$ cat config.mk
export PLATFORM = sky130hd
export DESIGN_NAME = cim_temp_mem_arbiter_flat
export DESIGN_NICKNAME = d
export VERILOG_FILES = /design/src/rtl/cim_temp_mem_arbiter_if.sv /design/src/rtl/cim_temp_mem_arbiter.sv /design/src/flat_wrapper.sv
export SDC_FILE = /design/constraint.sdc
export NUM_CORES = 1
export LEC_CHECK = 0
export ABC_AREA = 1
export BUFFER_PORTS_ARGS = -buffer_cell sky130_fd_sc_hd__buf_4
export CORE_AREA = 2 2 126 128
export CTS_CLUSTER_DIAMETER = 120
export DETAILED_ROUTE_END_ITERATION = 6
export DIE_AREA = 0 0 128 130
export GPL_ROUTABILITY_DRIVEN = 0
export PLACE_DENSITY = 0.67
export SYNTH_ARGS = -nofsm -noshare
export SYNTH_HDL_FRONTEND = slang
export SYNTH_SLANG_ARGS = --single-unit
$ cat constraint.sdc
create_clock -name clk -period 3.3 [get_ports clk]
set_clock_uncertainty 0.2 [all_clocks]
set_input_delay 0.495 -clock clk [delete_from_list [all_inputs] [get_ports clk]]
set_output_delay 0.495 -clock clk [all_outputs]
set_load 0.01 [all_outputs]
$ cat src/rtl/cim_temp_mem_arbiter_if.sv
// Request, response and macro-side signals of the CiM temp-result storage
// arbiter. The slave modport faces the arbiter. The master modport faces the
// requesters and the storage macro.
interface cim_temp_mem_arbiter_if #(
  parameter int N_STORAGE = 22,
  parameter int DEPTH     = 848,
  parameter int ADDR_W    = $clog2(DEPTH),
  parameter int NUM_SRC   = 7
);
  logic [NUM_SRC-1:0]                 read_req_src;
  logic [NUM_SRC-1:0]                 write_req_src;
  logic [NUM_SRC-1:0][ADDR_W-1:0]     addr_table;
  logic [NUM_SRC-1:0][N_STORAGE-1:0]  write_data;

  logic                               mem_en;
  logic                               mem_we;
  logic [ADDR_W-1:0]                  mem_addr;
  logic [N_STORAGE-1:0]               mem_wdata;
  logic [N_STORAGE-1:0]               mem_rdata;

  logic [N_STORAGE-1:0]               read_data;
  logic                               read_valid;
  logic [2:0]                         read_src;
  logic                               read_stall;
  logic                               err_multi_src;
  logic                               err_overflow;

  modport slave (
    input  read_req_src, write_req_src, addr_table, write_data, mem_rdata,
    output mem_en, mem_we, mem_addr, mem_wdata,
           read_data, read_valid, read_src, read_stall,
           err_multi_src, err_overflow
  );

  modport master (
    output read_req_src, write_req_src, addr_table, write_data, mem_rdata,
    input  mem_en, mem_we, mem_addr, mem_wdata,
           read_data, read_valid, read_src, read_stall,
           err_multi_src, err_overflow
  );
endinterface

$ cat src/rtl/cim_temp_mem_arbiter.sv
// Arbiter for the single-port CiM temp-result storage macro. Writes win over
// reads. A read that collides with a write, or with the draining of the
// pending buffer, is parked in a one-entry buffer. Read data comes back two
// cycles after issue, tagged with the owning source.
module cim_temp_mem_arbiter #(
  parameter int N_STORAGE = 22,
  parameter int DEPTH     = 848,
  parameter int ADDR_W    = $clog2(DEPTH),
  parameter int NUM_SRC   = 7
) (
  input  logic                    clk,
  input  logic                    rst_n,
  cim_temp_mem_arbiter_if.slave   bus
);

  // Lowest set bit wins.
  function automatic logic [2:0] lowest_idx(input logic [NUM_SRC-1:0] v);
    lowest_idx = '0;
    for (int i = NUM_SRC - 1; i >= 0; i--) begin
      if (v[i]) lowest_idx = 3'(i);
    end
  endfunction

  function automatic logic more_than_one(input logic [NUM_SRC-1:0] v);
    more_than_one = (v & (v - NUM_SRC'(1))) != '0;
  endfunction

  logic                 rd_any, wr_any;
  logic [2:0]           rd_idx, wr_idx;
  logic                 multi_src;

  logic                 pend_full;
  logic [ADDR_W-1:0]    pend_addr;
  logic [2:0]           pend_src;

  logic                 issue_rd;
  logic [2:0]           issue_src;
  logic                 pend_load, pend_clear, rd_drop;

  logic                 mem_en_c, mem_we_c;
  logic [ADDR_W-1:0]    mem_addr_c;
  logic [N_STORAGE-1:0] mem_wdata_c;

  logic                 vld_p1;
  logic [2:0]           src_p1;
  logic                 vld_p2;
  logic [N_STORAGE-1:0] data_p2;
  logic [2:0]           src_p2;

  logic                 err_multi_q, err_ovf_q;

  assign rd_any    = |bus.read_req_src;
  assign wr_any    = |bus.write_req_src;
  assign rd_idx    = lowest_idx(bus.read_req_src);
  assign wr_idx    = lowest_idx(bus.write_req_src);
  assign multi_src = more_than_one(bus.read_req_src) | more_than_one(bus.write_req_src);

  // Stage p0: pick write > pending read > new read and drive the macro.
  // Outputs are held quiet while reset is asserted.
  always_comb begin
    mem_en_c    = 1'b0;
    mem_we_c    = 1'b0;
    mem_addr_c  = '0;
    mem_wdata_c = '0;
    issue_rd    = 1'b0;
    issue_src   = '0;
    pend_load   = 1'b0;
    pend_clear  = 1'b0;
    rd_drop     = 1'b0;
    if (rst_n) begin
      if (wr_any) begin
        mem_en_c    = 1'b1;
        mem_we_c    = 1'b1;
        mem_addr_c  = bus.addr_table[wr_idx];
        mem_wdata_c = bus.write_data[wr_idx];
        if (rd_any) begin
          if (pend_full) rd_drop   = 1'b1;
          else           pend_load = 1'b1;
        end
      end else if (pend_full) begin
        mem_en_c   = 1'b1;
        mem_addr_c = pend_addr;
        issue_rd   = 1'b1;
        issue_src  = pend_src;
        pend_clear = 1'b1;
        pend_load  = rd_any;
      end else if (rd_any) begin
        mem_en_c   = 1'b1;
        mem_addr_c = bus.addr_table[rd_idx];
        issue_rd   = 1'b1;
        issue_src  = rd_idx;
      end
    end
  end

  // Pending-read occupancy: a refill in the drain cycle keeps it full.
  always_ff @(posedge clk) begin
    if (!rst_n)          pend_full <= 1'b0;
    else if (pend_load)  pend_full <= 1'b1;
    else if (pend_clear) pend_full <= 1'b0;
  end

  // Pending-read address and tag; only meaningful while pend_full is set.
  always_ff @(posedge clk) begin
    if (pend_load) begin
      pend_addr <= bus.addr_table[rd_idx];
      pend_src  <= rd_idx;
    end
  end

  // Sticky protocol-violation flags.
  always_ff @(posedge clk) begin
    if (!rst_n) begin
      err_multi_q <= 1'b0;
      err_ovf_q   <= 1'b0;
    end else begin
      if (multi_src) err_multi_q <= 1'b1;
      if (rd_drop)   err_ovf_q   <= 1'b1;
    end
  end

  // Stage p1: macro is reading; carry the valid and the tag alongside.
  always_ff @(posedge clk) begin
    if (!rst_n) vld_p1 <= 1'b0;
    else        vld_p1 <= issue_rd;
    src_p1 <= issue_src;
  end

  // Stage p2: register the macro data and the tag for the requester.
  always_ff @(posedge clk) begin
    if (!rst_n) begin
      vld_p2  <= 1'b0;
      data_p2 <= '0;
      src_p2  <= '0;
    end else begin
      vld_p2 <= vld_p1;
      if (vld_p1) begin
        data_p2 <= bus.mem_rdata;
        src_p2  <= src_p1;
      end
    end
  end

  assign bus.mem_en        = mem_en_c;
  assign bus.mem_we        = mem_we_c;
  assign bus.mem_addr      = mem_addr_c;
  assign bus.mem_wdata     = mem_wdata_c;
  assign bus.read_valid    = vld_p2;
  assign bus.read_data     = data_p2;
  assign bus.read_src      = src_p2;
  assign bus.read_stall    = pend_full;
  assign bus.err_multi_src = err_multi_q;
  assign bus.err_overflow  = err_ovf_q;

endmodule
$ cat src/flat_wrapper.sv
// flat-port wrapper written by rule: the top's interface ports become plain ports
module cim_temp_mem_arbiter_flat 
#(
  parameter int N_STORAGE = 22,
  parameter int DEPTH     = 848,
  parameter int ADDR_W    = $clog2(DEPTH),
  parameter int NUM_SRC   = 7
)
  (clk, rst_n, bus_read_req_src, bus_write_req_src, bus_addr_table, bus_write_data, bus_mem_rdata, bus_mem_en, bus_mem_we, bus_mem_addr, bus_mem_wdata, bus_read_data, bus_read_valid, bus_read_src, bus_read_stall, bus_err_multi_src, bus_err_overflow);
  cim_temp_mem_arbiter_if #(.N_STORAGE(N_STORAGE), .DEPTH(DEPTH), .ADDR_W(ADDR_W), .NUM_SRC(NUM_SRC)) bus_i ();
  input  logic clk;
  input  logic rst_n;
  input wire logic [$bits(bus_i.read_req_src)-1:0] bus_read_req_src;
  input wire logic [$bits(bus_i.write_req_src)-1:0] bus_write_req_src;
  input wire logic [$bits(bus_i.addr_table)-1:0] bus_addr_table;
  input wire logic [$bits(bus_i.write_data)-1:0] bus_write_data;
  input wire logic [$bits(bus_i.mem_rdata)-1:0] bus_mem_rdata;
  output wire logic [$bits(bus_i.mem_en)-1:0] bus_mem_en;
  output wire logic [$bits(bus_i.mem_we)-1:0] bus_mem_we;
  output wire logic [$bits(bus_i.mem_addr)-1:0] bus_mem_addr;
  output wire logic [$bits(bus_i.mem_wdata)-1:0] bus_mem_wdata;
  output wire logic [$bits(bus_i.read_data)-1:0] bus_read_data;
  output wire logic [$bits(bus_i.read_valid)-1:0] bus_read_valid;
  output wire logic [$bits(bus_i.read_src)-1:0] bus_read_src;
  output wire logic [$bits(bus_i.read_stall)-1:0] bus_read_stall;
  output wire logic [$bits(bus_i.err_multi_src)-1:0] bus_err_multi_src;
  output wire logic [$bits(bus_i.err_overflow)-1:0] bus_err_overflow;
  assign bus_i.read_req_src = bus_read_req_src;
  assign bus_i.write_req_src = bus_write_req_src;
  assign bus_i.addr_table = bus_addr_table;
  assign bus_i.write_data = bus_write_data;
  assign bus_i.mem_rdata = bus_mem_rdata;
  assign bus_mem_en = bus_i.mem_en;
  assign bus_mem_we = bus_i.mem_we;
  assign bus_mem_addr = bus_i.mem_addr;
  assign bus_mem_wdata = bus_i.mem_wdata;
  assign bus_read_data = bus_i.read_data;
  assign bus_read_valid = bus_i.read_valid;
  assign bus_read_src = bus_i.read_src;
  assign bus_read_stall = bus_i.read_stall;
  assign bus_err_multi_src = bus_i.err_multi_src;
  assign bus_err_overflow = bus_i.err_overflow;
  cim_temp_mem_arbiter #(.N_STORAGE(N_STORAGE), .DEPTH(DEPTH), .ADDR_W(ADDR_W), .NUM_SRC(NUM_SRC)) u_core (.clk(clk), .rst_n(rst_n), .bus(bus_i));
endmodule
Word-level counts from Yosys, hierarchy flattened
Cells that the tools add are included.
{"block": "totals", "elab_cells": 71, "out_inout_bits": 63, "inputBits": 262, "ff_bits": 46}
{"block": "classes", "magnitude_cmp": 2, "n_reduce_logical": 6, "addsub": 2, "mux": 47, "bitwise": 4}
{"operator": "$bmux W22 S3", "count": 1}
{"operator": "$mux W22", "count": 3}
{"operator": "$bmux W10 S3", "count": 2}
{"operator": "$mux W10", "count": 6}
{"operator": "$mux W3", "count": 16}
{"operator": "$mux W1", "count": 19}
{"operator": "$and A7 B7 Y7", "count": 2}
{"operator": "$reduce_bool A7 Y1", "count": 2}
{"operator": "$reduce_or A7 Y1", "count": 2}
{"operator": "$sub A7 B1 Y7 const B", "count": 2}
{"operator": "$lt A3 B4 Y1 const B", "count": 2}
{"operator": "$reduce_or A8 Y1", "count": 1}
{"operator": "$reduce_bool A2 Y1", "count": 1}
{"operator": "$not A1 Y1", "count": 1}
{"operator": "$or A1 B1 Y1", "count": 1}

Longest topological paths before layout
{"block": "depth", "depth_word": 13, "mapped_depth": 13, "ltp_nobuf": 12}

Worst setup path after synthesis
No wires, ideal clock.
{"block": "synth_path", "path_type": "input to output", "start": "input bus_write_req_src[1]", "end": "output bus_mem_wdata[16]", "slack_ps": 965, "t_required_ps": 2605, "n_path_buf": 1, "arrival_time_ps": 1640, "path_stages": 8, "path_cell_list": "nor2_2 nand2_2 a21oi_4 buf_6 nand2_1 nand2_1 nand2_1 a211oi_1"}
{"block": "synth_between", "elab_chain_cells": 6, "elab_cells_between_ends": 7, "cone_classes": "mux (6); reduce/logical (1)"}
{"item": "from (decl)", "line_no": "flat_wrapper.sv:14", "source": "input wire logic [$bits(bus_i.write_req_src)-1:0] bus_write_req_src;"}
{"item": "$mux W3 (2 in series)", "line_no": "cim_temp_mem_arbiter.sv:20", "source": "if (v[i]) lowest_idx = 3'(i);"}
{"item": "$bmux W22 S3", "line_no": "cim_temp_mem_arbiter.sv:75", "source": "mem_wdata_c = bus.write_data[wr_idx];"}
{"item": "$mux W22 (implied by the code)", "line_no": "cim_temp_mem_arbiter.sv:75"}
{"item": "$mux W22 *", "line_no": "cim_temp_mem_arbiter.sv:71", "source": "if (wr_any) begin"}
{"item": "$mux W22 *", "line_no": "cim_temp_mem_arbiter.sv:70", "source": "if (rst_n) begin"}
{"item": "to (decl)", "line_no": "flat_wrapper.sv:21", "source": "output wire logic [$bits(bus_i.mem_wdata)-1:0] bus_mem_wdata;"}
Every way passes the cells marked *; elsewhere a longest branch is shown, timed or not. The select of a mux whose other input is x is not followed.

Worst setup path after layout
{"block": "layout_path", "start": "input bus_write_req_src[0]", "end": "output bus_mem_wdata[3]"}
{"block": "layout_between", "elab_chain_cells": 5, "elab_cells_between_ends": 6, "cone_classes": "mux (5); reduce/logical (1)"}
{"item": "$mux W3", "line_no": "cim_temp_mem_arbiter.sv:20"}
{"item": "$bmux W22 S3", "line_no": "cim_temp_mem_arbiter.sv:75"}
{"item": "$mux W22 (implied by the code)", "line_no": "cim_temp_mem_arbiter.sv:75"}
{"item": "$mux W22 *", "line_no": "cim_temp_mem_arbiter.sv:71"}
{"item": "$mux W22 *", "line_no": "cim_temp_mem_arbiter.sv:70"}
Marks and branches as above.

==> run metrics <==
site row count 46; initial antenna violation count 0; cts repair resizes 0; post-route setup slack 0.2397 ns; syn avg cell area 5.288 sq um; FF/Latch Area between 0.001 and 0.0015 sq mm; mapped cell area about 0.0054 sq mm; nets 1,561; Cell Area, Placed a little under 0.008 sq mm; CTS clk-pin slew, worst paths 0.07 ns; largest net degree at the start of global routing 59; FFs w/ async S/R, synth 0; sequential power share 0.305; gr usage total 0.2739; syn nets 1,275; post-DP HPWL 18.04 mm; PwrDens ~250 mW/mm^2; Vias 7,470; sequential fraction of the synthesis area 0.1962; grt total ovfl 0; Placeable Area 0.01542 sq mm; status complete, no violations; share of cells above drive strength 1 0.2877; startpoint types input port; clk root buf clkbuf_16; die area 0.01664 sq mm; H-Tree Depth 2; clock network power share 0.263; Max Cap Viol 0; post-synthesis mux area share 0; CTS Buf Count 5; vias in the first global route 6,857; First-pass DRT Iterations 5; metal2 WL 11.39 mm; Initial Util 0.3473; Worst EP arrival about 2.4 ns; Top Metal Used met4; drt initial violations 626; Critical Path Fanout Max 23; adder-cell share of the synthesized area 0; DR WL met3 2.034 mm; port bufs 324; Crit Path Category input port to primary output; Worst Setup End Kind primary output; Routed Antenna Nets 0; die width 128 um; Max Fclk 326.8 MHz; sw frac 0.3506; Cells after Synth 1,013; die outline height about 130 um; post-synthesis simple-gate area fraction 0.4709; largest family of logic cells by synthesized area simple AND/OR/NAND/NOR gates; xor/xnor share of the synthesized area 0; synthesis-to-layout area growth 50.39%; Final min period just over 3 ns; Synth Register Bits 46; setup TNS 0 ns; Worst R2R Setup Slack slightly below 1 ns; Metal-1 WL 9.496 mm; cts hold-fix bufs 0; worst vdd ir about 230 uV; final wirelength 23.80 mm; post-CTS setup buffer count 0; Slew Limit Headroom 0.2145; design area 0.008055 sq mm; RSZ-0062 raised after global routing false; # IOs between 300 and 400; Logic pwr share 0.432; DR WL/cell 15.95 um; via density per instance 5.007; CTS tree done; Final setup viols 0; Critical Path RT between 2 and 3 ns; Multi-input gate area around 0.0034 sq mm; first-pass GRT wire length between 30 and 40 mm; DRC errors left 0; slew at the pin with the worst max-slew slack 1.177 ns; filler instances 1,643; Post-synth EDFFs 13; clk buf depth 2; commonest non-fill, non-tap cell in the layout buf_4; Hold Vio Cnt, Final 0; pre-CTS setup slack about 0.33 ns; type of the tightest min-delay check input port to register; Power Internal 1.308 mW; Clock Sinks 46; Cell variety after synth 29; commonest cells after routing, fill and taps aside buf_4, nand2_1, nor2_1; Psw 0.7061 mW; final worst path period share 0.9274; synth warn 0; Synth Area in Compound Gates 0.1665; Worst-Skew Late Latency around 0.29 ns; most common flop cell mapped by yosys dfxtp_1; # diodes 0; count of pins over their slew limit 0; Lkg Pwr 4.531 nW
[final cells by class]
cell class	count	share of cell area
timing repair buffer	348	0.3321
clock buffer	5	0.01553
inverter	136	0.06337
tap	192	0.02982
multi-input combinational	762	0.4258
clock inverter	3	0.002951
sequential	46	0.1305
[metal layers]
layer / track usage / vias up
met2: 0.4788 / 376
met4: 0.09502 / 0
met5: 0 / -
met1: 0.3349 / 3240
li1: - / 3790
met3: 0.05863 / 64
[metrics by stage]
stage / std cells / total power, mW / util / hold slack, ns
after floorplan: 1013 / 1.052 / - / 0.2306
after global routing: 1492 / 2.132 / 0.5222 / 0.2196
final: 1492 / 2.014 / 0.5222 / 0.2197
after CTS: 1492 / 2.015 / 0.5222 / 0.2195
after detailed placement: 1484 / 1.489 / 0.5126 / 0.2595
after global placement: 1484 / 1.485 / 0.5126 / 0.2449
[sequential cells by signal, indices dropped and copies added, names as in the netlist, 3 cells and up]
| register | flops |
|---|---|
| u_core.bus.read_data | 22 |
| u_core.pend_addr | 10 |
| u_core.bus.read_src | 3 |
| u_core.pend_src | 3 |
| u_core.src_p1 | 3 |
[final timing paths]
check | endpoint | cells after the start | start
worst max-delay path | bus_mem_wdata[3] | 8 | bus_write_req_src[0]
worst min register to register | u_core.bus.read_src[0] | 2 | u_core.src_p1[0]
worst max register to register | u_core.pend_addr[7] | 4 | u_core.bus.read_stall
worst min-delay path | u_core.bus.read_data[5] | 3 | bus_mem_rdata[5]
[kinds of logic after synthesis]
| family | after synthesis |
|---|---|
| simple gates | 603 |
| buf+inv | 205 |
| compound gates | 159 |
| flops | 46 |
[power by group through the flow]
| stage | Sequential, mW | Combinational, mW | Clock (mW) |
|---|---|---|---|
| final | 0.613 | 0.871 | 0.530 |
| after global routing | 0.614 | 0.959 | 0.559 |
| after detailed placement | 0.626 | 0.862 | 0 |
| after CTS | 0.613 | 0.865 | 0.536 |
| after floorplan | 0.627 | 0.425 | 0 |
| after global placement | 0.626 | 0.860 | 0 |
[Yosys cell counts, drive strengths merged (2+ instances only)]
library cell  number  area, sq um
o21ai            105        525.5
a211oi             2        15.01
edfxtp            13        390.4
nand2            237        897.1
buf               45        290.3
o211ai            20        150.1
nand3b             3        22.52
nor2             196        760.7
nand3            166        835.8
clkbuf            24        90.09
a21oi             25        151.4
inv              136        510.5
a31oi              3        18.77
dfxtp             33        660.6
[worst max-delay path, stage by stage]
cell and delay [ns]:
buf_4 0.11, nor2_2 0.07, nand2_2 0.20, nor2_4 0.10, nor2_2 0.89, nand2_1 0.11
nor2_1 0.22, buf_4 0.16
(Power assumes the default switching activity.)
